`src/rtl/shift_pipe.sv`:
```
// rtl/shift_pipe.sv - pipelined SLL/SRL/SRA barrel shifter with valid/ready and pass-through tag
// Optional rotate-right on op 11 when SHIFT_ROTATE_EN is defined; otherwise op 11 is SRL.
module shift_pipe #(
  parameter int WIDTH  = 32,
  parameter int STAGES = 2,
  parameter int TAG_W  = 5
) (
  input  logic             clk,
  input  logic             rst_n,
  input  logic             flush,
  input  logic             in_valid,
  output logic             in_ready,
  input  logic [1:0]       in_op,
  input  logic [WIDTH-1:0] in_a,
  input  logic [WIDTH-1:0] in_b,
  input  logic [TAG_W-1:0] in_tag,
  output logic             out_valid,
  input  logic             out_ready,
  output logic [WIDTH-1:0] out_data,
  output logic [TAG_W-1:0] out_tag
);

  localparam int L = $clog2(WIDTH);

  logic             valid_q [STAGES];
  logic             valid_d [STAGES];
  logic [1:0]       op_q    [STAGES];
  logic [1:0]       op_d    [STAGES];
  logic [L-1:0]     sh_q    [STAGES];
  logic [L-1:0]     sh_d    [STAGES];
  logic [WIDTH-1:0] data_q  [STAGES];
  logic [WIDTH-1:0] data_d  [STAGES];
  logic [TAG_W-1:0] tag_q   [STAGES];
  logic [TAG_W-1:0] tag_d   [STAGES];

  logic advance;
  logic unused_bits;

  // First barrel level owned by stage i: ceil(i*L/STAGES).
  function automatic int level_lo(input int i);
    return (i * L + STAGES - 1) / STAGES;
  endfunction

  function automatic logic [WIDTH-1:0] shift_level(
    input logic [WIDTH-1:0] d,
    input logic [1:0]       op,
    input int               amt
  );
    logic [WIDTH-1:0] r;
    r = d;
    case (op)
      2'b00: r = d << amt;
      2'b10: r = $unsigned($signed(d) >>> amt);
`ifdef SHIFT_ROTATE_EN
      2'b01: r = d >> amt;
      2'b11: r = (d >> amt) | (d << (WIDTH - amt));
`else
      2'b01, 2'b11: r = d >> amt;
`endif
      default: r = d;
    endcase
    return r;
  endfunction

  function automatic logic [WIDTH-1:0] stage_shift(
    input logic [WIDTH-1:0] d,
    input logic [1:0]       op,
    input logic [L-1:0]     sh,
    input int               stage
  );
    logic [WIDTH-1:0] r;
    r = d;
    for (int k = 0; k < L; k++) begin
      if (k >= level_lo(stage) && k < level_lo(stage + 1) && sh[k])
        r = shift_level(r, op, 1 << k);
    end
    return r;
  endfunction

  assign out_valid = valid_q[STAGES-1];
  assign out_data  = data_q[STAGES-1];
  assign out_tag   = tag_q[STAGES-1];
  assign unused_bits = ^{in_b[WIDTH-1:L], op_q[STAGES-1], sh_q[STAGES-1]};

  always_comb begin
    advance  = !valid_q[STAGES-1] || out_ready;
    in_ready = advance && !flush;
    for (int i = 0; i < STAGES; i++) begin
      valid_d[i] = valid_q[i];
      op_d[i]    = op_q[i];
      sh_d[i]    = sh_q[i];
      data_d[i]  = data_q[i];
      tag_d[i]   = tag_q[i];
    end
    // One global stall: every stage moves together or none does.
    if (advance) begin
      valid_d[0] = in_valid && in_ready;
      op_d[0]    = in_op;
      sh_d[0]    = in_b[L-1:0];
      tag_d[0]   = in_tag;
      data_d[0]  = stage_shift(in_a, in_op, in_b[L-1:0], 0);
      for (int i = 1; i < STAGES; i++) begin
        valid_d[i] = valid_q[i-1];
        op_d[i]    = op_q[i-1];
        sh_d[i]    = sh_q[i-1];
        tag_d[i]   = tag_q[i-1];
        data_d[i]  = stage_shift(data_q[i-1], op_q[i-1], sh_q[i-1], i);
      end
    end
    if (flush) begin
      for (int i = 0; i < STAGES; i++) valid_d[i] = 1'b0;
    end
  end

  always_ff @(posedge clk or negedge rst_n) begin
    if (!rst_n) begin
      for (int i = 0; i < STAGES; i++) begin
        valid_q[i] <= 1'b0;
        op_q[i]    <= 2'b00;
        sh_q[i]    <= '0;
        data_q[i]  <= '0;
        tag_q[i]   <= '0;
      end
    end else begin
      for (int i = 0; i < STAGES; i++) begin
        valid_q[i] <= valid_d[i];
        op_q[i]    <= op_d[i];
        sh_q[i]    <= sh_d[i];
        data_q[i]  <= data_d[i];
        tag_q[i]   <= tag_d[i];
      end
    end
  end

endmodule
```
`config.mk`:
```
export PLATFORM = sky130hd
export DESIGN_NAME = shift_pipe
export DESIGN_NICKNAME = d
export VERILOG_FILES = /design/src/rtl/shift_pipe.sv
export SDC_FILE = /design/constraint.sdc
export NUM_CORES = 1
export LEC_CHECK = 0
export ABC_AREA = 0
export CORE_UTILIZATION = 30
export DETAILED_ROUTE_END_ITERATION = 8
export GPL_ROUTABILITY_DRIVEN = 0
export PLACE_DENSITY = 0.59
export RECOVER_POWER = 25
export SYNTH_ARGS = -nofsm -noshare
export SYNTH_HDL_FRONTEND = slang
export SYNTH_SLANG_ARGS = --single-unit
```
`constraint.sdc`:
```
create_clock -name clk -period 2.9 [get_ports clk]
set_input_delay 0.58 -clock clk [delete_from_list [all_inputs] [get_ports clk]]
set_output_delay 0.58 -clock clk [all_outputs]
set_load 0.02 [all_outputs]
```
==> metrics.txt <==
status=finished, final reports clean; commonest non-fill, non-tap cell in the layout=nand2_1; vias in the first global route=approximately 6700; first-pass GRT wire length=38.45 mm; ys flop type=dfrtp_1; antenna violations before repair=0; Worst path slowest cell=clkdlybuf4s50_1; Total Die Area=~0.024 sq mm; Hold WC Path Type=primary input to async pin; cells along the critical path=clkdlybuf4s50_1 > nor2_4 > buf_4 > nor2_2 > a221oi_1 > o311ai_0 > o22a_1; Total Wirelength=24.19 mm; Worst setup EP type=flip-flop; Iteration-0 DRC Markers=1141; CTS tree=done; hold slack=between 0.2 and 0.25 ns; CP arrival=2.74 ns; clock root buffer=clkbuf_16; Routed Antenna Nets=0; layout cells sized above 1=9.485%; Worst R2R Start=op_q[3]$_DFFE_PN0N_; Syn Inst Count=between 900 and 1000; crit path max fanout=17; Skew-Pair Late Insertion Delay=about 0.33 ns; Wirelength per Cell=18.85 um; RSZ-0062 raised after global routing=false; Worst Skew=0.004507 ns; most area-hungry cell type in the Yosys netlist=dfrtp_1; final worst setup slack=approximately 0.38 ns; Worst-path clk slew=0.06 ns; fmax=between 300 and 400 MHz; Core Box Area=0.02285 sq mm; peak supply drop=246.1 uV; # diodes=0; number of flops mapped to enable cells by yosys=0; synthesized area=~0.0071 sq mm; Vias=7400; synthesized flop and latch total=80; worst path bufs/invs=2; final number of setup-violating endpoints=0; Seq/Total Area, Yosys=28.34%; largest net degree at the start of global routing=58; post-layout minimum cycle time=about 2.5 ns; kind of critical path=primary input to flip-flop; number of buffers created by CTS=9; drt via density=5.768; P_leak=0.003439 uW; total track usage=20.20%; H-tree levels=3; worst reg2reg path depth=5; Unique masters post-synth=64; slowest stage delay, CP=between 0.5 and 0.6 ns; nets=1041; pwr/cell area=between 400 and 500 mW/mm^2; Post-CTS Setup Bufs=0; post-synth top area share=28.34%; cts hold-fix bufs=0; clk buf depth=2; crit share post-route=86.86%; input/output buffers=87; Post-CTS Resized=0; Hold Fails Final Rpt=0; clock net sink count=80; Overflow after GRT=0; Async SR Flop Fraction=100.0%; reg-to-reg slack, setup=0.61 ns; Crit path required time=3.12 ns; Ports=115; syn_area_per_cell=7.514 sq um; Worst-Margin Slew=1.021 ns; Die Ht=155.4 um; Crit Reg-Reg Endpoint=out_data[23]$_DFFE_PN0N_; area delta synth->final=19.43%; initial core utilization=about 31%; DRC Markers=0; post-DP HPWL=18.07 mm; Pins Over Slew Limit=0; Startpoint Class=primary input; most frequent cells in the layout=nand2_1 (152), nor2_1 (97), clkdlybuf4s50_1 (85); floorplan row count=55; largest cells by area after synthesis=dfrtp_1 (28%), nand2_1 (8.1%), mux2i_1 (7.2%); DR pass1 iterations=7; Fin Setup TNS=0 ns; synth warn=0; delay-heaviest family, CP=compound AO/OA/AOI/OAI gates; Die W=155.4 um; Max-slew headroom=31.93%; Syn Nets=1016; worst slack, placed=0.1168 ns; max-cap violations=0
==> synthesized netlist by cell type (5+ instances only) <==
master and instances:
a311oi_1 17, dfrtp_1 80, or3b_2 8, clkbuf_1 40, nor3_1 10, a221oi_1 9, mux2i_1 51, a31oi_1 44
a21o_1 13, a22oi_1 10, buf_4 40, o22a_1 5, o21ai_0 55, nand2b_1 13, o221ai_1 13, nand3_1 17
buf_2 31, inv_1 15, o21a_1 16, mux2_2 5, a21oi_1 57, a211oi_1 16, and3_1 9, buf_1 7
nor2b_1 16, o22ai_1 18, nand2_1 152, o211ai_1 5, nor2_1 97
==> logic make-up after synthesis <==
family	after synthesis	synth area share, %
multiplexers	59	8.981
flip-flops	80	28.34
buffers and inverters	137	10.29
AO/OA/AOI/OAI	320	30.70
AND/OR/NAND/NOR	344	21.68
==> metal layers <==
metal | share of wire (%) | track usage, % | up-vias
met2 | 43 | 29.68 | 397
met1 | 47 | 30.34 | 3499
met3 | 8.6 | 2.702 | 35
met5 | 0 | 0 | -
li1 | - | - | 3469
met4 | 1.9 | 6.022 | 0
==> report_power, final <==
part	total (uW)	leakage (uW)	switching, uW	internal, uW
Sequential	1460	0.000967	184	1280
Clock	1110	0.000145	425	688
Combinational	1410	0.00233	791	616
Total	3980	0.00344	1400	2580
==> through the flow <==
| step | instances | util, % | power [uW] | cell area, sq um |
|---|---|---|---|---|
| 6_report | 1283 | 36.92 | 3983 | 8436 |
| 5_1_grt | 1283 | 36.92 | 4194 | 8436 |
| 3_3_place_gp | 1267 | 35.68 | 2859 | 8152 |
| 2_1_floorplan | 940 | - | 2370 | 7063 |
| 3_5_place_dp | 1267 | 35.68 | 2873 | 8152 |
| 4_1_cts | 1283 | 36.99 | 3996 | 8451 |
==> area by class of cell <==
type,count,area [sq um]
sequential,80,2003
timing repair buffer,136,1331
clock buffer,11,242.7
fill,2394,14410
multi-input combinational,723,4354
tap,313,391.6
inverter,15,56.30
clock inverter,5,56.30
==> worst register-to-register path: cells and delay by family, from the launching register on <==
family,cells,cell delay [ns]
DFF,1,0.56
and+or+nand+nor,2,1.13
AOI/OAI and AO/OA,3,0.53
==> flip-flops by register name, indices dropped and copies added (netlist names) <==
name / count
data_q: 32
out_tag: 5
sh_q: 2
tag_q: 5
op_q: 2
valid_q: 1
out_data: 32
out_valid: 1
==> worst max path at each step <==
stage                                   endpoint  depth (start not counted)  startpoint  slack (ns)
after global routing      data_q[38]$_DFFE_PN0N_                          7    in_op[0]        0.33
after floorplan                         in_ready                          5   out_ready        0.67
after CTS                               in_ready                          4   out_ready        0.43
after detailed placement  data_q[38]$_DFFE_PN0N_                          7    in_op[0]        0.12
after global placement    data_q[38]$_DFFE_PN0N_                          7    in_op[0]        0.11
final                     data_q[38]$_DFFE_PN0N_                          7    in_op[0]        0.38
Note: power is estimated with default switching activity, not from simulation.
